### config.mk
export PLATFORM = sky130hd
export DESIGN_NAME = uart_rx_cfg
export DESIGN_NICKNAME = d
export VERILOG_FILES = /design/src/rtl/uart_rx_cfg.sv
export SDC_FILE = /design/constraint.sdc
export NUM_CORES = 1
export LEC_CHECK = 0
export ABC_AREA = 0
export CAP_MARGIN = 20
export CORE_AREA = 10 10 73 75
export DETAILED_ROUTE_END_ITERATION = 12
export DIE_AREA = 0 0 83 85
export DONT_BUFFER_PORTS = 1
export GPL_TIMING_DRIVEN = 0
export PLACE_DENSITY = 0.75
export SLEW_MARGIN = 20
export SYNTH_ARGS = -nofsm -noshare
export SYNTH_HDL_FRONTEND = slang
export SYNTH_SLANG_ARGS = --single-unit
### constraint.sdc
create_clock -name clk_i -period 2 [get_ports clk_i]
set_input_delay 0.1 -clock clk_i [delete_from_list [all_inputs] [get_ports clk_i]]
set_output_delay 0.1 -clock clk_i [all_outputs]
set_load 0.02 [all_outputs]
### src/rtl/uart_rx_cfg.sv
// uart_rx_cfg: configurable RS-232 receiver with parity, framing and overrun
// detection; received words leave through a valid/ready output register.
//
// Ports:
//   clk_i, rst_i (async, active low)
//   RXD_i                serial line, idle high, asynchronous to clk_i
//   data_o, valid_o      received word and its valid flag
//   ready_i              consumer takes the word when valid_o & ready_i
//   parity_err_o         parity mismatch on the word in data_o
//   frame_err_o          a stop bit sampled low for the word in data_o
//   overrun_o            one-cycle pulse when a completed word is dropped
//   busy_o               a frame is being received
module uart_rx_cfg #(
  parameter int CLKS_PER_BIT = 8,
  parameter int DATA_BITS    = 8,
  parameter int PARITY       = 0,
  parameter int STOP_BITS    = 1,
  parameter int SYNC_STAGES  = 2
) (
  input  logic                 clk_i,
  input  logic                 rst_i,
  input  logic                 RXD_i,
  output logic [DATA_BITS-1:0] data_o,
  output logic                 valid_o,
  input  logic                 ready_i,
  output logic                 parity_err_o,
  output logic                 frame_err_o,
  output logic                 overrun_o,
  output logic                 busy_o
);

  localparam int CW = $clog2(CLKS_PER_BIT + 1);
  localparam int BW = $clog2(DATA_BITS + 1);

  localparam logic [CW-1:0] HALF_M1 =
    CW'(CLKS_PER_BIT / 2 - 1);
  localparam logic [CW-1:0] BIT_M1 =
    CW'(CLKS_PER_BIT - 1);
  localparam logic [BW-1:0] LAST_DATA =
    BW'(DATA_BITS - 1);
  localparam logic [BW-1:0] LAST_STOP =
    BW'(STOP_BITS - 1);

  typedef enum logic [2:0] {
    S_IDLE,
    S_START,
    S_DATA,
    S_PAR,
    S_STOP
  } state_t;

  logic [SYNC_STAGES-1:0] sync_q, sync_d;
  logic [SYNC_STAGES:0]   fill_q, fill_d;
  logic                   rxs_prev_q, rxs_prev_d;

  state_t                 state_q, state_d;
  logic [CW-1:0]          cnt_q, cnt_d;
  logic [BW-1:0]          bit_q, bit_d;
  logic [DATA_BITS-1:0]   shift_q, shift_d;
  logic                   par_acc_q, par_acc_d;
  logic                   perr_q, perr_d;
  logic                   ferr_q, ferr_d;
  logic                   done_q, done_d;

  logic [DATA_BITS-1:0]   data_q, data_d;
  logic                   valid_q, valid_d;
  logic                   perr_o_q, perr_o_d;
  logic                   ferr_o_q, ferr_o_d;
  logic                   ovr_q, ovr_d;
  logic                   busy_q, busy_d;

  logic rxs;
  logic armed;
  logic fall;

  assign rxs = sync_q[SYNC_STAGES-1];

  // The sync chain is preset to 1 by reset, so an edge only counts once
  // rxs_prev holds a sample that really came from the line.
  assign armed = fill_q[SYNC_STAGES];
  assign fall  = armed & rxs_prev_q & ~rxs;

  always_comb begin
    sync_d     = {sync_q[SYNC_STAGES-2:0], RXD_i};
    fill_d     = {fill_q[SYNC_STAGES-1:0], 1'b1};
    rxs_prev_d = rxs;

    state_d   = state_q;
    cnt_d     = cnt_q + CW'(1);
    bit_d     = bit_q;
    shift_d   = shift_q;
    par_acc_d = par_acc_q;
    perr_d    = perr_q;
    ferr_d    = ferr_q;
    done_d    = 1'b0;

    unique case (state_q)
      S_IDLE: begin
        cnt_d = '0;
        if (fall) begin
          state_d   = S_START;
          bit_d     = '0;
          par_acc_d = 1'b0;
          perr_d    = 1'b0;
          ferr_d    = 1'b0;
        end
      end
      S_START: begin
        if (cnt_q == HALF_M1) begin
          cnt_d   = '0;
          state_d = rxs ? S_IDLE : S_DATA;
        end
      end
      S_DATA: begin
        if (cnt_q == BIT_M1) begin
          cnt_d     = '0;
          shift_d   = {rxs, shift_q[DATA_BITS-1:1]};
          par_acc_d = par_acc_q ^ rxs;
          bit_d     = bit_q + BW'(1);
          if (bit_q == LAST_DATA) begin
            bit_d   = '0;
            state_d = (PARITY != 0) ? S_PAR : S_STOP;
          end
        end
      end
      S_PAR: begin
        if (cnt_q == BIT_M1) begin
          cnt_d = '0;
          if (PARITY == 1)
            perr_d = ~(par_acc_q ^ rxs);
          else
            perr_d = par_acc_q ^ rxs;
          state_d = S_STOP;
        end
      end
      S_STOP: begin
        if (cnt_q == BIT_M1) begin
          cnt_d = '0;
          bit_d = bit_q + BW'(1);
          if (!rxs)
            ferr_d = 1'b1;
          // Leave at the last mid-stop sample so a start bit that
          // follows straight after is still seen.
          if (bit_q == LAST_STOP) begin
            bit_d   = '0;
            state_d = S_IDLE;
            done_d  = 1'b1;
          end
        end
      end
      default: begin
        state_d = S_IDLE;
        cnt_d   = '0;
      end
    endcase

    data_d   = data_q;
    valid_d  = valid_q;
    perr_o_d = perr_o_q;
    ferr_o_d = ferr_o_q;
    ovr_d    = 1'b0;

    if (done_q) begin
      if (!valid_q || ready_i) begin
        data_d   = shift_q;
        perr_o_d = perr_q;
        ferr_o_d = ferr_q;
        valid_d  = 1'b1;
      end else begin
        ovr_d = 1'b1;
      end
    end else if (valid_q && ready_i) begin
      valid_d = 1'b0;
    end

    busy_d = (state_d != S_IDLE);
  end

  always_ff @(posedge clk_i or negedge rst_i) begin
    if (!rst_i) begin
      sync_q     <= '1;
      fill_q     <= '0;
      rxs_prev_q <= 1'b1;
      state_q    <= S_IDLE;
      cnt_q      <= '0;
      bit_q      <= '0;
      shift_q    <= '0;
      par_acc_q  <= 1'b0;
      perr_q     <= 1'b0;
      ferr_q     <= 1'b0;
      done_q     <= 1'b0;
      data_q     <= '0;
      valid_q    <= 1'b0;
      perr_o_q   <= 1'b0;
      ferr_o_q   <= 1'b0;
      ovr_q      <= 1'b0;
      busy_q     <= 1'b0;
    end else begin
      sync_q     <= sync_d;
      fill_q     <= fill_d;
      rxs_prev_q <= rxs_prev_d;
      state_q    <= state_d;
      cnt_q      <= cnt_d;
      bit_q      <= bit_d;
      shift_q    <= shift_d;
      par_acc_q  <= par_acc_d;
      perr_q     <= perr_d;
      ferr_q     <= ferr_d;
      done_q     <= done_d;
      data_q     <= data_d;
      valid_q    <= valid_d;
      perr_o_q   <= perr_o_d;
      ferr_o_q   <= ferr_o_d;
      ovr_q      <= ovr_d;
      busy_q     <= busy_d;
    end
  end

  assign data_o       = data_q;
  assign valid_o      = valid_q;
  assign parity_err_o = perr_o_q;
  assign frame_err_o  = ferr_o_q;
  assign overrun_o    = ovr_q;
  assign busy_o       = busy_q;

endmodule
# Word level (Yosys, flattened, before mapping)
# Cells that the tools add are included.
# op_classes
add_sub_neg	2
eq_ne	13
n_mux	33
bitwise	4
n_reduce_logical	19
# op_table
op	n
two-way mux 4 bit	7
two-way mux 3 bit	7
case mux 3 bit (5 select lines)	1
two-way mux 1 bit	12
case mux 4 bit (3 select lines)	1
!= test 2 bit, second input constant	5
adder 4 x 1 -> 4 bit, second input constant	2
== test 4 x 3 -> 1 bit, second input constant	2
case mux 4 bit (2 select lines)	1
AND reduction 4 bit	2
nonzero test 2 bit	4
== test 3 x 2 -> 1 bit, second input constant	2
case mux 1 bit (2 select lines)	3
AND reduction 2 bit	3
AND reduction 3 bit	2
nonzero test 3 bit	2
== test 4 x 2 -> 1 bit, second input constant	1
zero test 4 bit	1
== test 3 x 1 -> 1 bit, second input constant	1
== test 3 bit, second input constant	1
zero test 3 bit	1
OR reduction 3 bit	1
bitwise AND 1 bit	2
two-way mux 2 bit	1
6 further kinds	6
# word_totals
register_bits	42
in_bits	4
output_inout_bits	13

# Logic depth before layout (Yosys ltp)
# Gate-level depths: netlist (run 1).
# depth
depth_word	5
mapped_depth	8

# Worst setup path after synthesis (run 1)
# No wires, ideal clock.
# synth_path
path_kind	reg-to-reg
from	reg cnt_q[0]
to	reg shift_q[3]
arrival_ns	1.745
required_time_ns	1.875
setup_slack_ns	0.130
stages_incl_launch_ff	8
n_path_buf	3
period_less_slack_ns	1.870
cell_sequence	dfrtp_1 -> ha_1 -> and3b_1 -> buf_4 -> or3b_1 -> buf_6 -> buf_8 -> mux2_4
# synth_between
elab_chain_len	2
# synth_rtl
element	line	source
start: declaration	57	logic [CW-1:0] cnt_q, cnt_d;
start signal: assignment	203	cnt_q <= cnt_d;
== test 4 x 3 -> 1 bit	115	if (cnt_q == BIT_M1) begin
AND reduction 2 bit (no source line)	--	
end signal: assignment	205	shift_q <= shift_d;
end: declaration	59	logic [DATA_BITS-1:0] shift_q, shift_d;
# No other way between the ends.
# A chain may end at the register's enable or synchronous reset.

# Final worst setup path (run 1)
# Ends and elaborated chain as after synthesis.

==> results.sh, run 1 <==
export IMPL_hold_viol_final=0
export IMPL_vias=1216
export IMPL_status="complete, no violations"
export IMPL_power_frac_comb=0.259
export IMPL_p_sw_mw=0.666
export IMPL_nets=173
export IMPL_critPathMaxFanout=10
export IMPL_hpwl_mm=2.39
export IMPL_viasPerCell=5.60
export IMPL_ant_nets=0
export IMPL_clk_pin_slew_worst_paths_ns=0.08
export IMPL_r2r_end="shift_q[3]"
export IMPL_p_leak_nw=0.984
export IMPL_hold_path_class="in -> reg"
export IMPL_rows=23
export IMPL_netlist_area_mm2=0.00190
export IMPL_setup_ws_ns=0.0870
export IMPL_placedCellCount=205
export IMPL_worst_setup_path_start_kind="register"
export IMPL_synth_top_family_by_area="simple AND/OR/NAND/NOR gates"
export IMPL_initial_core_util=0.487
export IMPL_path_class="reg -> reg"
export IMPL_cpPeakStageDelay_ns=0.40
export IMPL_post_place_ws_ns=0.00571
export IMPL_nFillCells=324
export IMPL_finalSetupTns_ns=0
export IMPL_synth_compound_area_share=0.0795
export IMPL_grt_max_degree=43
export IMPL_drt_initial_drc_count=46
export IMPL_fin_crit_ns=1.91
export IMPL_pwr_share_clk=0.259
export IMPL_worstHoldEndpoint="overrun_o"
export IMPL_p_seq_frac=0.482
export IMPL_synth_nets=162
export IMPL_drt_wl_total_mm=3.29
export IMPL_synth_fa_ha_area_frac=0.0197
export IMPL_cp_top_family="simple AND/OR/NAND/NOR gates"
export IMPL_hold_start="ready_i"
export IMPL_gr_total_overflow=0
export IMPL_root_buffer="clkbuf_8"
export IMPL_grt_pass1_wl_mm=6.00
export IMPL_area_growth_pct=11.6
export IMPL_reg2reg_from="cnt_q[0]"
export IMPL_ys_ff_latch=42
export IMPL_clock_sinks=42
export IMPL_clockBufferDepth=2
export IMPL_critPathCaptureType="register"
export IMPL_fp_dieArea_mm2=0.00706
export IMPL_worstPathRequired_ns=2.18
export IMPL_cts_tree="yes"
export IMPL_fmaxAchievable_mhz=523
export IMPL_worstMarginPinSlew_ns=0.644
export IMPL_hold_depth=2
export IMPL_htree_levels=2
export IMPL_grt_usage=0.0998
export IMPL_final_util=0.543
export IMPL_insertion_delay_ns=0.29
export IMPL_crit_buf_inv=3
export IMPL_die_w_um=83
export IMPL_crit_path_cell_trace="ha_4 -> and3b_1 -> buf_6 -> or3b_1 -> buf_6 -> buf_8 -> mux2_4"
export IMPL_synth_yosys_seq_area_share=0.554
export IMPL_grt_antenna_before_repair=0
export IMPL_maxCapViolCount=0
export IMPL_synth_top_cell_area_share=0.512
export IMPL_slew_viol_final=0
export IMPL_pin_count=17
export IMPL_wl_per_cell_um=15.2
export IMPL_synth_mux_area_frac=0.127
export IMPL_core_area_mm2=0.00391
export IMPL_layout_drive_gt1_share=0.281
export IMPL_drc=0
export IMPL_reg2reg_slack_ns=0.09
export IMPL_cts_buffers=5
export IMPL_gp_congestion=0.914
export IMPL_cp_common_cell="buf_6"
export IMPL_synth_cell_types=41
export IMPL_port_buffers=0
export IMPL_finalSetupViolCount=0
export IMPL_post_route_period_util=0.956
export IMPL_cp_arrival_ns=2.09
export IMPL_synth_simple_area_share=0.164
export IMPL_critical_path_slowest_cell="dfrtp_1"
export IMPL_diodes=0
export IMPL_swShare=0.311
export IMPL_slew_headroom=0.566
export IMPL_syn_avg_cell_area_um2=12.3
export IMPL_rsz0062_at_grt="false"
export IMPL_fin_cells=217
export IMPL_die_h_um=85
export IMPL_finClkSkew_ns=0.00386
export IMPL_reg2reg_depth=7
export IMPL_drtPass1Iterations=4
export IMPL_yosys_top_cells_area="dfrtp_1 51%, mux2_2 7.7%, dfstp_2 4.1%"
export IMPL_grt_pass1_vias=1213
export IMPL_yosysTopAreaCell="dfrtp_1"
export IMPL_pwr_density_cell_mw_per_mm2=1010
export IMPL_post_synth_xor_area_fraction=0.0138
export IMPL_netlist_instances=155
export IMPL_ir_worst_vdd_uv=566
export IMPL_yosys_warnings=0
export IMPL_power_internal_mw=1.48
## through the flow
stage               cell area (um2)  total power [mW]  hold slack (ns)
floorplan                      1900              1.43           -0.196
detailed placement             1970              1.53           -0.194
finish                         2130              2.15           0.0148
global route                   2130              2.29           0.0277
CTS                            2100              2.12          0.00761
global placement               1970              1.50           -0.194
## layout by cell type, fill, tap and decap left out, types with 2 or more instances in the layout
master / instances
mux2i_1: 2
nand3_1: 8
nand3b_1: 2
buf_6: 2
ha_1: 2
nor3b_1: 2
mux2_2: 13
dlygate4sd3_1: 2
buf_2: 2
o22ai_1: 3
nand2b_1: 4
nor2b_1: 3
xor2_1: 2
nand2_1: 7
inv_1: 6
and3b_1: 2
mux2_4: 5
dfstp_2: 3
or4bb_1: 2
or3b_2: 3
nor2_1: 11
clkbuf_8: 6
a21oi_1: 3
o21ai_0: 9
dfrtp_1: 39
o211ai_1: 2
buf_4: 2
## area by class of cell
cell class | count | area [um2] | area share
Tap cell | 50 | 62.6 | 0.0294
Multi-Input combinational cell | 100 | 785 | 0.369
Inverter | 6 | 22.5 | 0.0106
Timing Repair Buffer | 4 | 47.5 | 0.0224
Sequential cell | 42 | 1050 | 0.496
Clock buffer | 6 | 82.6 | 0.0388
Clock inverter | 2 | 12.5 | 0.00589
Buffer | 7 | 58.8 | 0.0277
## synth_stat cells, drive strengths merged
| cell type | count |
|---|---|
| dfstp | 3 |
| mux2i | 2 |
| nand2 | 7 |
| buf | 6 |
| a22oi | 1 |
| nor3 | 1 |
| and4b | 1 |
| o22a | 1 |
| nand3 | 8 |
| and4 | 1 |
| o211ai | 2 |
| xor2 | 2 |
| and4bb | 1 |
| nor4bb | 1 |
| or4bb | 2 |
| and2 | 1 |
| nor2b | 3 |
| a21oi | 3 |
| ha | 3 |
| inv | 6 |
| conb | 1 |
| nand3b | 2 |
| o32ai | 1 |
| clkbuf | 1 |
| o21ai | 9 |
| o221a | 1 |
| mux2 | 18 |
| o22ai | 3 |
| a31o | 1 |
| or3b | 4 |
| nor3b | 2 |
| xnor2 | 1 |
| nor2 | 11 |
| and3b | 2 |
| nand2b | 4 |
| dfrtp | 39 |
## worst reg2reg max path: cells and delay by family, from the launching register on
family / cells / cell delay, ns
buf+inv: 3 / 0.40
simple gates: 2 / 0.53
mux: 1 / 0.30
flops: 1 / 0.40
fa+ha+maj: 1 / 0.17
## worst max-delay path by stage
stage | start | end | slack [ns] | cells after the start
floorplan | cnt_q[0] | shift_q[3] | 0.13 | 7
global placement | cnt_q[0] | shift_q[6] | 0.04 | 7
detailed placement | cnt_q[0] | bit_q[3] | 0.006 | 8
CTS | cnt_q[0] | shift_q[3] | 0.02 | 7
global route | cnt_q[0] | bit_q[3] | 0.006 | 8
finish | cnt_q[0] | shift_q[3] | 0.09 | 7
## state kept, by name (all words and copies together) (netlist names)
name	flops
sync_q	2
ferr_q	1
fill_q	3
valid_o	1
par_acc_q	1
data_o	8
perr_q	1
bit_q	4
shift_q	8
cnt_q	4
done_q	1
overrun_o	1
frame_err_o	1
state_q	3
busy_o	1
parity_err_o	1
rxs_prev_q	1
## power by group through the flow
stage / combinational [mW] / clock, mW / sequential, mW
6_report: 0.556 / 0.556 / 1.03
5_1_grt: 0.621 / 0.618 / 1.05
4_1_cts: 0.519 / 0.573 / 1.03
3_5_place_dp: 0.487 / 0 / 1.05
3_3_place_gp: 0.465 / 0 / 1.04
2_1_floorplan: 0.407 / 0 / 1.02
## routing by layer
metal / track usage / share of wire
met5: 0 / 0
met1: 0.119 / 0.43
met3: 0.0373 / 0.073
met4: 0.0418 / 0.013
met2: 0.158 / 0.49
## cell families after synthesis
family | after synthesis
muxes | 20
AOI/OAI and AO/OA | 22
xor gates and xnor gates | 3
other | 1
adders and majority gates | 3
DFF | 42
buffers and inverters | 13
and+or+nand+nor | 51
## what timing repair did
action	4_1_cts	5_1_grt
buffers inserted	0	1
endpoints found under the setup margin	3	7
hold buffers	3	0
resized for setup	1	2
endpoints found under the hold margin	43	0
(Power assumes the default switching activity.)
==> run 2: changes to the inputs <==
--- a/config.mk
+++ b/config.mk
@@ -13,7 +13,7 @@
 export DONT_BUFFER_PORTS = 1
 export GPL_TIMING_DRIVEN = 0
 export PLACE_DENSITY = 0.75
-export SLEW_MARGIN = 20
+export RECOVER_POWER = 25
 export SYNTH_ARGS = -nofsm -noshare
 export SYNTH_HDL_FRONTEND = slang
 export SYNTH_SLANG_ARGS = --single-unit
==> results.sh, run 2 (synthesis results as in run 1) <==
export IMPL_status="complete, no violations"
export IMPL_finalSetupViolCount=0
export IMPL_layout_drive_gt1_share=0.281
export IMPL_crit_buf_inv=3
export IMPL_critical_path_slowest_cell="dfrtp_1"
export IMPL_grt_pass1_vias=1213
export IMPL_root_buffer="clkbuf_8"
export IMPL_clock_sinks=42
export IMPL_vias=1195
export IMPL_diodes=0
export IMPL_worstMarginPinSlew_ns=0.979
export IMPL_fp_dieArea_mm2=0.00706
export IMPL_grt_pass1_wl_mm=6.00
export IMPL_drtPass1Iterations=4
export IMPL_grt_usage=0.0998
export IMPL_gp_congestion=0.914
export IMPL_slew_headroom=0.347
export IMPL_cts_buffers=5
export IMPL_hold_slack_ns=0.0152
export IMPL_nFillCells=326
export IMPL_p_leak_nw=0.979
export IMPL_clk_pin_slew_worst_paths_ns=0.08
export IMPL_die_w_um=83
export IMPL_rsz0062_at_grt="false"
export IMPL_finClkSkew_ns=0.00279
export IMPL_hold_path_class="in -> reg"
export IMPL_crit_path_cell_trace="ha_4 -> and3b_1 -> buf_6 -> or3b_1 -> buf_6 -> buf_8 -> mux2_4"
export IMPL_nets=173
export IMPL_wl_per_cell_um=15.1
export IMPL_hold_viol_final=0
export IMPL_worst_setup_path_start_kind="register"
export IMPL_initial_core_util=0.487
export IMPL_die_h_um=85
export IMPL_multi_input_area_um2=785
export IMPL_drt_wl_total_mm=3.27
export IMPL_htree_levels=2
export IMPL_clockBufferDepth=2
export IMPL_cp_common_cell="buf_6"
export IMPL_critPathMaxFanout=10
export IMPL_cp_arrival_ns=2.09
export IMPL_critical_path_depth=7
export IMPL_grt_max_degree=43
export IMPL_post_route_period_util=0.956
export IMPL_worstPathRequired_ns=2.18
export IMPL_viasPerCell=5.51
export IMPL_fmaxAchievable_mhz=523
export IMPL_port_buffers=0
export IMPL_hpwl_mm=2.39
export IMPL_fin_crit_ns=1.91
export IMPL_area_growth_pct=10.8
export IMPL_final_common_cell="dfrtp_1"
export IMPL_final_seq_area_mm2=0.00105
export IMPL_drt_initial_drc_count=41
export IMPL_pin_count=17
export IMPL_gr_total_overflow=0
export IMPL_core_area_mm2=0.00391
export IMPL_pwr_density_cell_mw_per_mm2=1010
export IMPL_insertion_delay_ns=0.29
export IMPL_grt_antenna_before_repair=0
export IMPL_critPathCaptureType="register"
export IMPL_ant_nets=0
export IMPL_cp_top_family="simple AND/OR/NAND/NOR gates"
export IMPL_reg2reg_depth=7
export IMPL_drc=0
export IMPL_finalSetupTns_ns=0
export IMPL_final_cell_mix="39 x dfrtp_1, 13 x mux2_2, 11 x nor2_1, 9 x o21ai_0, 8 x nand3_1"
export IMPL_maxCapViolCount=0
export IMPL_ir_worst_vdd_uv=567
export IMPL_hold_depth=2
export IMPL_rows=23
export IMPL_cts_tree="yes"
export IMPL_path_class="reg -> reg"
export IMPL_cpPeakStageDelay_ns=0.40
export IMPL_slew_viol_final=0
-- run 2: repair_timing --
action,4_1_cts,5_1_grt
resized for setup,1,2
buffers inserted,0,1
endpoints found under the setup margin,3,7
endpoints found under the hold margin,43,0
hold buffers,3,0
-- run 2: stage by stage --
step / total power, mW / std cells / cell area [um2] / worst slack [ns] / util
after CTS: 2.12 / 216 / 2100 / 0.0183 / 0.538
after detailed placement: 1.53 / 205 / 1970 / 0.00571 / 0.503
after floorplan: 1.43 / 155 / 1900 / 0.130 / -
after global placement: 1.50 / 205 / 1970 / 0.0437 / 0.503
final: 2.14 / 217 / 2110 / 0.0883 / 0.539
after global routing: 2.28 / 217 / 2110 / 0.00636 / 0.539
-- run 2: final timing paths --
| kind | start | endpoint | slack (ns) |
|---|---|---|---|
| setup / recovery | cnt_q[0] | shift_q[3] | 0.09 |
| hold / removal | ready_i | overrun_o | 0.02 |
| setup reg to reg | cnt_q[0] | shift_q[3] | 0.09 |
| hold reg to reg | fill_q[1] | fill_q[2] | 0.35 |
| max in group asynchronous | rst_i | fill_q[1] | 0.87 |
| min in group asynchronous | rst_i | par_acc_q | 0.53 |
-- run 2: worst register-to-register path, stage by stage (launching register included) --
cell	delay, ns
dfrtp_1	0.40
ha_4	0.17
and3b_1	0.17
buf_6	0.12
or3b_1	0.36
buf_6	0.14
buf_8	0.14
mux2_4	0.30
-- run 2: layer usage --
| layer | up-vias | wire length [um] | track usage |
|---|---|---|---|
| met5 | - | 0 | 0 |
| met4 | 0 | 42 | 0.0418 |
| met3 | 5 | 237 | 0.0373 |
| met2 | 26 | 1620 | 0.158 |
| met1 | 596 | 1370 | 0.119 |
| li1 | 568 | - | - |
-- run 2: final cells by class --
cell class | instances | area share
multi-input cells | 100 | 0.372
plain buffers | 7 | 0.0279
clock inverters | 2 | 0.00593
flip-flops and latches | 42 | 0.500
inverters | 6 | 0.0107
repair buffers | 4 | 0.0154
clock buffers | 6 | 0.0391
well taps | 50 | 0.0296
-- run 2: power by group --
part,internal (mW),total (mW),switching [mW]
clock,0.277,0.556,0.279
combinational,0.254,0.548,0.294
sequential,0.945,1.03,0.0891
==> run 3: changes to the inputs <==
--- a/config.mk
+++ b/config.mk
@@ -7,12 +7,12 @@
 export LEC_CHECK = 0
 export ABC_AREA = 0
 export CAP_MARGIN = 20
-export CORE_AREA = 10 10 73 75
+export CORE_AREA = 10 10 70 72
 export DETAILED_ROUTE_END_ITERATION = 12
-export DIE_AREA = 0 0 83 85
+export DIE_AREA = 0 0 80 82
 export DONT_BUFFER_PORTS = 1
 export GPL_TIMING_DRIVEN = 0
-export PLACE_DENSITY = 0.75
+export PLACE_DENSITY = 0.81
 export RECOVER_POWER = 25
 export SYNTH_ARGS = -nofsm -noshare
 export SYNTH_HDL_FRONTEND = slang
==> results.sh, run 3 (synthesis results as in run 1) <==
export IMPL_status="complete, no violations"
export IMPL_fmaxAchievable_mhz=524
export IMPL_critPathMaxFanout=10
export IMPL_power_frac_comb=0.278
export IMPL_grt_pass1_wl_mm=5.94
export IMPL_hpwl_mm=2.37
export IMPL_pin_count=17
export IMPL_post_route_period_util=0.955
export IMPL_core_area_mm2=0.00358
export IMPL_maxCapViolCount=0
export IMPL_pwr_share_clk=0.216
export IMPL_swShare=0.327
export IMPL_grt_usage=0.114
export IMPL_worst_setup_path_start_kind="register"
export IMPL_final_cell_mix="39 x dfrtp_1, 13 x mux2_2, 11 x nor2_1, 9 x o21ai_0, 8 x nand3_1"
export IMPL_p_seq_frac=0.506
export IMPL_post_place_ws_ns=-0.0260
export IMPL_p_leak_nw=0.981
export IMPL_gp_congestion=0.782
export IMPL_hold_slack_ns=0.284
export IMPL_pwr_density_cell_mw_per_mm2=975
export IMPL_critPathCaptureType="register"
export IMPL_grt_pass1_vias=1232
export IMPL_wl_per_cell_um=15.6
export IMPL_path_class="reg -> reg"
export IMPL_p_sw_mw=0.670
export IMPL_drt_initial_drc_count=89
export IMPL_nets=176
export IMPL_fp_dieArea_mm2=0.00656
export IMPL_ant_nets=0
export IMPL_drt_wl_total_mm=3.39
export IMPL_clockBufferDepth=2
export IMPL_grt_max_degree=43
export IMPL_gr_total_overflow=0
export IMPL_finalSetupViolCount=0
export IMPL_finClkSkew_ns=0.00833
export IMPL_power_internal_mw=1.38
export IMPL_diodes=0
export IMPL_insertion_delay_ns=0.35
export IMPL_worstPathRequired_ns=2.25
export IMPL_vias=1198
export IMPL_cts_tree="yes"
export IMPL_cp_arrival_ns=2.16
export IMPL_slew_headroom=0.332
export IMPL_ir_worst_vdd_uv=784
export IMPL_clk_pin_slew_worst_paths_ns=0.12
export IMPL_final_util=0.587
export IMPL_final_common_cell="dfrtp_1"
export IMPL_slew_viol_final=0
export IMPL_hold_viol_final=0
export IMPL_die_w_um=80
export IMPL_drc=0
export IMPL_nFillCells=299
export IMPL_viasPerCell=5.50
export IMPL_p_total_mw=2.05
export IMPL_htree_levels=2
export IMPL_setup_ws_ns=0.0908
export IMPL_clock_sinks=42
export IMPL_layout_drive_gt1_share=0.288
export IMPL_area_growth_pct=10.4
export IMPL_initial_core_util=0.532
export IMPL_fin_crit_ns=1.91
export IMPL_die_h_um=82
export IMPL_grt_antenna_before_repair=0
export IMPL_cts_buffers=5
export IMPL_finalSetupTns_ns=0
export IMPL_port_buffers=0
export IMPL_root_buffer="clkbuf_4"
export IMPL_drtPass1Iterations=4
export IMPL_worstMarginPinSlew_ns=1.00
export IMPL_rows=22
export IMPL_hold_path_class="in -> reg"
-- run 3: final timing paths --
| check | start | to | slack [ns] | cells past startpoint |
|---|---|---|---|---|
| setup / recovery | cnt_q[1] | shift_q[3] | 0.09 | 7 |
| hold / removal | RXD_i | sync_q[0] | 0.28 | 1 |
| setup reg to reg | cnt_q[1] | shift_q[3] | 0.09 | 7 |
| hold reg to reg | fill_q[0] | fill_q[1] | 0.36 | 0 |
| max in group asynchronous | rst_i | cnt_q[0] | 0.91 | 2 |
| min in group asynchronous | rst_i | bit_q[1] | 0.46 | 2 |
-- run 3: cell type report --
type / count / area [um2] / area share
multi-input cells: 100 / 785 / 0.373
clock inverters: 2 / 12.5 / 0.00595
inverters: 6 / 22.5 / 0.0107
flip-flops and latches: 42 / 1050 / 0.502
repair buffers: 7 / 57.6 / 0.0274
plain buffers: 7 / 58.8 / 0.0280
clock buffers: 6 / 51.3 / 0.0244
well taps: 48 / 60.1 / 0.0286
-- run 3: layer usage --
metal  share of wire  vias to the layer above  GRT usage  routed length, um
li1                -                      570          -                  -
met2            0.49                       22      0.187               1660
met5               0                        -          0                  0
met4           0.016                        0     0.0511                 54
met3           0.042                        5     0.0317                141
met1            0.45                      601      0.139               1540
-- run 3: through the flow --
step           instances  cell area (um2)
3_3_place_gp         203             1960
5_1_grt              218             2100
6_report             218             2100
3_5_place_dp         203             1960
4_1_cts              216             2090
2_1_floorplan        155             1900
-- run 3: power groups by stage --
stage               registers, mW  logic (mW)  clock network, mW
detailed placement           1.05       0.496                  0
floorplan                    1.02       0.407                  0
global route                 1.06       0.642              0.488
CTS                          1.03       0.543              0.459
global placement             1.04       0.465                  0
finish                       1.04       0.569              0.443
-- run 3: repair_timing --
item	in CTS	in global routing
pin swaps	0	3
hold buffers	4	0
setup buffers	1	2
cloned	0	0
gates resized for setup	1	2
endpoints found under the hold margin	45	0
setup endpoints to repair	6	6
-- run 3: worst max-delay path, stage by stage, from the launching register on --
cell     delay, ns
dfrtp_1       0.42
ha_4          0.17
and3b_1       0.17
buf_6         0.11
or3b_1        0.36
buf_6         0.15
buf_8         0.14
mux2_4        0.29
